### src/rtl/spawn_pkg.sv
// Shared types and defaults for the spawn timer and other game blocks that
// reuse the 16-bit LFSR.
package spawn_pkg;

    typedef enum logic [1:0] {
        IDLE = 2'd0,
        RUN  = 2'd1,
        PEND = 2'd2
    } state_e;

    // Galois mask for x^16 + x^14 + x^13 + x^11 + 1 (right-shifting form)
    localparam logic [15:0] LFSR_TAPS          = 16'hB400;
    localparam logic [15:0] DEFAULT_LFSR_SEED  = 16'hACE1;
    localparam logic [31:0] DEFAULT_MIN_PERIOD = 32'h0000_1000;

    function automatic logic [15:0] lfsr_next(input logic [15:0] s);
        return {1'b0, s[15:1]} ^ (s[0] ? LFSR_TAPS : 16'h0000);
    endfunction

endpackage

### src/rtl/lfsr16.sv
// 16-bit Galois LFSR with a programmable seed; steps once per cycle with en=1.
// A nonzero seed keeps it out of the all-zero lock-up state.
module lfsr16
    import spawn_pkg::*;
#(
    parameter logic [15:0] SEED = DEFAULT_LFSR_SEED
) (
    input  logic        clk,
    input  logic        rst_n,
    input  logic        en,
    output logic [15:0] q
);

    always_ff @(posedge clk or negedge rst_n) begin
        if (!rst_n) begin
            q <= SEED;
        end else if (en) begin
            q <= lfsr_next(q);
        end
    end

endmodule

### src/rtl/spawn_timer.sv
// Periodic spawn-request generator: one request per effective period, each
// carrying a pseudo-random lane and an 8-bit sequence id, with overrun counting.
module spawn_timer
    import spawn_pkg::*;
#(
    parameter int                 CNT_W      = 32,
    parameter int                 LANE_W     = 3,
    parameter logic [CNT_W-1:0]   MIN_PERIOD = CNT_W'(DEFAULT_MIN_PERIOD),
    parameter logic [15:0]        LFSR_SEED  = DEFAULT_LFSR_SEED
) (
    input  logic              clk,
    input  logic              rst_n,
    input  logic              enable,
    input  logic [CNT_W-1:0]  gene_time,
    output logic              spawn_valid,
    input  logic              spawn_ready,
    output logic [LANE_W-1:0] spawn_lane,
    output logic [7:0]        spawn_id,
    output logic [7:0]        overrun_cnt,
    output logic              busy,
    output state_e            dbg_state
);

    state_e             state, state_n;
    logic [CNT_W-1:0]   cnt, cnt_n;
    logic [CNT_W-1:0]   p_eff, p_eff_n;
    logic [CNT_W-1:0]   p_req;
    logic               valid_n;
    logic [LANE_W-1:0]  lane_n;
    logic [7:0]         id_n;
    logic [7:0]         ovr_n;
    logic [15:0]        lfsr_q;
    logic               lfsr_unused;
    logic               wrap;
    logic               xfer;

    lfsr16 #(.SEED(LFSR_SEED)) u_lfsr (
        .clk   (clk),
        .rst_n (rst_n),
        .en    (enable),
        .q     (lfsr_q)
    );

    assign lfsr_unused = ^lfsr_q[15:LANE_W];

    assign p_req = (gene_time > MIN_PERIOD) ? gene_time : MIN_PERIOD;
    assign wrap  = enable && (state != IDLE) && (cnt == p_eff);
    // Handshake: a request transfers on every edge where spawn_valid && spawn_ready;
    // lane and id are held while valid is high and no transfer has happened.
    assign xfer  = spawn_valid && spawn_ready;

    assign busy      = (state != IDLE);
    assign dbg_state = state;

    always_ff @(posedge clk or negedge rst_n) begin
        if (!rst_n) begin
            state       <= IDLE;
            cnt         <= '0;
            p_eff       <= MIN_PERIOD;
            spawn_valid <= 1'b0;
            spawn_lane  <= '0;
            spawn_id    <= 8'd0;
            overrun_cnt <= 8'd0;
        end else begin
            state       <= state_n;
            cnt         <= cnt_n;
            p_eff       <= p_eff_n;
            spawn_valid <= valid_n;
            spawn_lane  <= lane_n;
            spawn_id    <= id_n;
            overrun_cnt <= ovr_n;
        end
    end

    always_comb begin
        state_n = state;
        cnt_n   = cnt;
        p_eff_n = p_eff;
        valid_n = spawn_valid;
        lane_n  = spawn_lane;
        id_n    = spawn_id;
        ovr_n   = overrun_cnt;

        case (state)
            IDLE: begin
                if (enable) begin
                    state_n = RUN;
                    cnt_n   = '0;
                    p_eff_n = p_req;
                end
            end

            RUN: begin
                if (wrap) begin
                    cnt_n   = '0;
                    p_eff_n = p_req;
                    state_n = PEND;
                    valid_n = 1'b1;
                    lane_n  = lfsr_q[LANE_W-1:0];
                end else if (enable) begin
                    cnt_n = cnt + 1'b1;
                end
            end

            PEND: begin
                if (xfer) begin
                    id_n    = spawn_id + 8'd1;
                    valid_n = 1'b0;
                    state_n = RUN;
                end
                if (wrap) begin
                    cnt_n   = '0;
                    p_eff_n = p_req;
                    if (xfer) begin
                        // Back-to-back: the finished request is replaced in place
                        valid_n = 1'b1;
                        state_n = PEND;
                        lane_n  = lfsr_q[LANE_W-1:0];
                    end else begin
                        ovr_n = (overrun_cnt == 8'hFF) ? 8'hFF : overrun_cnt + 8'd1;
                    end
                end else if (enable) begin
                    cnt_n = cnt + 1'b1;
                end
            end

            default: begin
                state_n = IDLE;
                valid_n = 1'b0;
            end
        endcase
    end

endmodule

### config.mk
export PLATFORM = sky130hd
export DESIGN_NAME = spawn_timer
export DESIGN_NICKNAME = d
export VERILOG_FILES = /design/src/rtl/spawn_pkg.sv /design/src/rtl/lfsr16.sv /design/src/rtl/spawn_timer.sv
export SDC_FILE = /design/constraint.sdc
export NUM_CORES = 1
export LEC_CHECK = 0
export ABC_AREA = 0
export CAP_MARGIN = 5
export CORE_MARGIN = 3
export CORE_UTILIZATION = 35
export CTS_CLUSTER_SIZE = 16
export DETAILED_ROUTE_END_ITERATION = 7
export GPL_ROUTABILITY_DRIVEN = 0
export GPL_TIMING_DRIVEN = 0
export PLACE_DENSITY = 0.62
export SLEW_MARGIN = 10
export SYNTH_ARGS = -nofsm -noshare
export SYNTH_HDL_FRONTEND = slang
export SYNTH_SLANG_ARGS = --single-unit
### constraint.sdc
create_clock -name clk -period 3.7 [get_ports clk]
set_input_delay 1.11 -clock clk [delete_from_list [all_inputs] [get_ports clk]]
set_output_delay 1.11 -clock clk [all_outputs]
set_load 0.02 [all_outputs]
# Word-level counts from Yosys, hierarchy flattened
# Cells that the tools add are included.
# word_totals
reg_bits	102
wordCells	65
inputBits	36
output_inout_bits	23
# classes
n_mux	25
n_lt_le_gt_ge	1
n_eq_ne	10
bitwise_logic	3
n_reduce_logical	15
add_sub_neg	3
# ops
cell	n
2-to-1 mux 32 bit	6
case mux 32 bit (2 select lines)	2
adder 32 x 1 -> 32 bit, second input constant	1
== test 32 bit	1
greater-than comparator 32 x 13 -> 1 bit, second input constant	1
adder 8 x 1 -> 8 bit, second input constant	2
2-to-1 mux 16 bit	1
bitwise XOR 15 x 16 -> 16 bit	1
2-to-1 mux 2 bit	5
2-to-1 mux 3 bit	3
AND reduction 3 bit	3
== test 8 bit, second input constant	1
2-to-1 mux 8 bit	1
!= test 2 bit, second input constant	4
case mux 2 bit (3 select lines)	1
case mux 3 bit (2 select lines)	1
AND reduction 2 bit	3
nonzero test 2 bit	3
2-to-1 mux 1 bit	4
AND reduction 4 bit	1
logical AND 1 bit	3
!= test 3 x 1 -> 1 bit, second input constant	1
case mux 1 bit (3 select lines)	1
== test 2 x 1 -> 1 bit, second input constant	1
5 further kinds	6

# Longest topological paths before layout
# Gate-level depths: netlist of run 1.
# depth
ltp_word	5
depth_mapped	9
depth_no_buf	8

# Cells and area by module
# From an unflattened synthesis of run 1, not the netlist that was laid out.
# unflattened
hier_cells	492
area_unflattened_um2	5270.1
# modules_own_cells
mod	area_each_um2	n_inst	seq_area_each_um2	cells_per_inst
spawn_timer	4614.4	1	2153.3	452
lfsr16	655.6	1	410.4	40

# Least setup slack after synthesis of run 1
# No wires, ideal clock.
# synth_path
kind	input to register
start	input gene_time[21]
end	register p_eff[2]
t_arrival_ns	2.603
path_buffers	1
setup_slack_ns	0.972
cell_stages	7
setup_time_ns	0.125
required_time_ns	3.575
path_cell_list	nor4_1 > nand4_1 > nor4_1 > a21boi_2 > clkbuf_1 > and2b_1 > mux2_2
# synth_via
elab_chain_len	4
elab_cells_between_ends	5
classes_between	order compare: 1; mux: 4
# synth_rtl
item	line_no	rtl
start, declared	spawn_timer.sv:14	input logic [CNT_W-1:0] gene_time,
greater-than comparator 32 x 13 -> 1 bit (*)	spawn_timer.sv:46	assign p_req = (gene_time > MIN_PERIOD) ? gene_time : MIN_PERIOD;
2-to-1 mux 32 bit (*)	spawn_timer.sv:46	
2-to-1 mux 32 bit, on equally long branches	spawn_timer.sv:94, spawn_timer.sv:111, spawn_timer.sv:86	
case mux 32 bit (2 select lines) (*)	spawn_timer.sv:84	case (state)
end signal, assigned	spawn_timer.sv:67	p_eff <= p_eff_n;
end, declared	spawn_timer.sv:26	logic [CNT_W-1:0] p_eff, p_eff_n;
# Mark *: on every way between the ends. The rest lies on a longest branch, timed or not. The select of a mux whose other input is x is not followed.
# A chain may end at the register's enable or synchronous reset.

# Worst setup path in the final report of run 1
# layout_path
start	input gene_time[21]
end	register p_eff[6]
# The elaborated chain is that of the path after synthesis.

==> results.cfg, run 1 <==
[outcome]
run_status = finished clean

[yosys]
synth_warnings = 0
yosysTopAreaCell = sky130_fd_sc_hd__dfrtp_1
synth-edff-count = 0
synth_top_flop_cell = sky130_fd_sc_hd__dfrtp_1
ys_ff_latch = 102
ys_top_cells_by_count = sky130_fd_sc_hd__dfrtp_1 (93), sky130_fd_sc_hd__mux2_2 (52), sky130_fd_sc_hd__xnor2_1 (52)
synthArstFlopShare_pct = 100
synth_most_common_cell = sky130_fd_sc_hd__dfrtp_1
ys_seq_area_share_pct = 49.7
yosys-top-cells-area = sky130_fd_sc_hd__dfrtp_1 (45%), sky130_fd_sc_hd__mux2_2 (11%), sky130_fd_sc_hd__xnor2_1 (8.8%), sky130_fd_sc_hd__dfstp_2 (4.6%), sky130_fd_sc_hd__nor2_1 (3.5%)
synth.cell_area_mm2 = 0.00516
post_synth_inst_count = 464
yosys.area.top_type_share_pct = 45.1
total_nets_after_synthesis = 507
post_synth.cell_area_avg_um2 = 11.1
synth_cell_types = 49

[grt]
grt_pass1_wl_um = 18600
grtUsageTotal_pct = 14.3
grt_pass1_vias = 3695
antenna_found_initial = 0
grt_max_degree = 60
grt_overflow = 0

[sta]
timing_hold_violations_final = 0
timing.setup.tns_ps = 0
max-slew-margin-rel_pct = 50.3
unrepaired_setup_endpoints_after_global_routing = no
finalMaxSlewViolations = 0
period_share_pct = 91.6
report.final.setup_viol = 0
fmaxAchievable_ghz = 0.295
max_slew.worst_pin.slew_ps = 742
skew_ps = 8.08
timing.final.crit_period_ps = 3390

[clock_tree]
ctsHtreeMaxLevel = 3
tritoncts.num_buffers = 9
clkLatencyLatePin_ps = 340
cts.repair_timing.setup_buffer_count = 0
clock_tree_from_tritoncts = built
post_cts_resized = 0
cts.clk_slew.worst_paths_ps = 70
cts_hold_repair.buffers = 0
clockBufferDepth = 2
tritoncts_num_sinks = 102
cts.root.buffer_cell = sky130_fd_sc_hd__clkbuf_16

[final_layout]
diodes = 0
fill_cells = 1324
multi_input_comb_area_mm2 = 0.00245
register_area_mm2 = 0.00256
area_growth_syn_to_layout_pct = 21.9
layout.cells.non_filler = 719
layout.nets = 577
post_route_cells_drive_above_1_share_pct = 17.6

[critical_path]
worst-endpoint-required_ps = 3930
crit_arrival_ps = 3620
most_frequent_cell_on_the_critical_path = sky130_fd_sc_hd__nor4_1
worst_path_largest_cell_delay_ps = 430
worst_setup_path_start_kind = input pin
worst_path_max_delay_cell = sky130_fd_sc_hd__clkdlybuf4s50_1
endpoint_kind = register
timing.critical_path.fanout_max = 10
timing_worst_setup_path_type = input pin to register
timing.critical_path.cells = clkdlybuf4s50_1 > nor4_1 > nand4_1 > nor4_1 > a21boi_2 > clkbuf_1 > and2b_1 > mux2_2

[worst_hold_path]
worstHoldPathType = register to register

[power]
static-leakage-power_nw = 2.56
power.total_mw = 4.19
ir_worst_vdd_mv = 0.266
power_density_mw_per_mm2 = 666

[die]
top_level_ports = 59
die_area_mm2 = 0.0162
num_rows = 43
initial_utilization_pct = 36.5
core_area_mm2 = 0.0141
die_height_um = 127
horizontal_die_dimension_um = 127

[placement]
dp_cells = 703
dp.final_hpwl_um = 8290
portBuffers = 58

[run]
maxcap_violations = 0

[drt]
post_drt_wl_per_cell_um = 15.4
drc = 0
post_drt_via_cell_ratio = 5.02
antenna_viol_nets_final = 0
detailed_route_via_count = 3606
wirelength_um = 11100
detail_route.first_pass.iterations = 4
drt_first_iter_violations = 286
## cell usage in the layout, fill, tap and decap left out, drive strengths merged, types with 2 or more instances in the layout
cell type	count
a21boi	2
a21oi	12
a221oi	2
a2bb2oi	3
and2b	4
and3	13
and4	4
buf	14
clkbuf	15
clkdlybuf4s50	57
clkinvlp	2
dfrtp	93
dfstp	9
ha	7
inv	14
mux2	53
mux2i	4
nand2	27
nand2b	4
nand3	18
nand4	21
nor2	48
nor2b	9
nor3	6
nor4	10
o21ai	2
o31ai	4
xnor2	52
xor2	17
## critical path: cells and delay by family
family | cells | cell delay, ps
buffers and inverters | 2 | 780
multiplexers | 1 | 260
AO/OA/AOI/OAI | 1 | 280
AND/OR/NAND/NOR | 4 | 1190
## power breakdown
group | total (mW) | internal [mW] | switching (mW)
sequential | 1.70 | 1.46 | 0.241
clock | 0.954 | 0.546 | 0.408
combinational | 1.53 | 0.811 | 0.723
total | 4.19 | 2.82 | 1.37
## cell type report
| class | count | area share (%) |
|---|---|---|
| Buffer | 15 | 1.49 |
| Clock buffer | 12 | 3.92 |
| Sequential cell | 102 | 40.8 |
| Inverter | 13 | 0.776 |
| Timing Repair Buffer | 59 | 9.63 |
| Multi-Input combinational cell | 334 | 39.0 |
| Tap cell | 180 | 3.58 |
| Clock inverter | 4 | 0.855 |
## path summary, 6_finish.rpt
check / from / end / slack [ps] / cells after the start
worst min register to register: spawn_id[7] / spawn_id[7] / 480 / 1
worst max-delay path: gene_time[21] / p_eff[6] / 310 / 8
worst min-delay path: spawn_id[7] / spawn_id[7] / 480 / 1
max in group asynchronous: rst_n / u_lfsr.q[0] / 2200 / 2
min in group asynchronous: rst_n / p_eff[23] / 760 / 1
worst max register to register: dbg_state[1] / cnt[31] / 790 / 9
## per-stage QoR
step	instance area [um2]	util (%)	worst slack [ps]	hold WS [ps]
floorplan	5160	-	972	451
global placement	5970	42.2	-2280	462
detailed placement	5990	42.3	-83.1	465
CTS	6290	44.5	282	481
global route	6290	44.5	105	503
finish	6290	44.5	310	481
## layer usage
layer	global-route usage, %	up-vias	share of wire (%)
met3	1.84	14	2.7
met1	19.0	1783	46
met4	5.17	0	1.8
met2	24.0	50	50
met5	0	-	0
li1	-	1759	-
## logic make-up (layout without fill, tap and decap cells)
family,count (synthesis),count (layout),share of synthesized area (%)
mux,57,57,12.3
xor+xnor,69,69,11.7
simple gates,168,168,17.1
buf+inv,28,103,2.76
flops,102,102,49.7
compound gates,33,33,4.68
fa+ha+maj,7,7,1.70
## sequential cells by signal, indices dropped and copies added, names as in the netlist
register / count
overrun_cnt: 8
spawn_valid: 1
spawn_id: 8
u_lfsr.q: 16
cnt: 32
p_eff: 32
spawn_lane: 3
dbg_state: 2
No activity file was read; power rests on OpenSTA's default activity.
==> run 2: changes to the inputs <==
- CAP_MARGIN: 5 -> 20
==> results of run 2 <==
The final DEF is identical to that of run 1; final timing and power are the same.
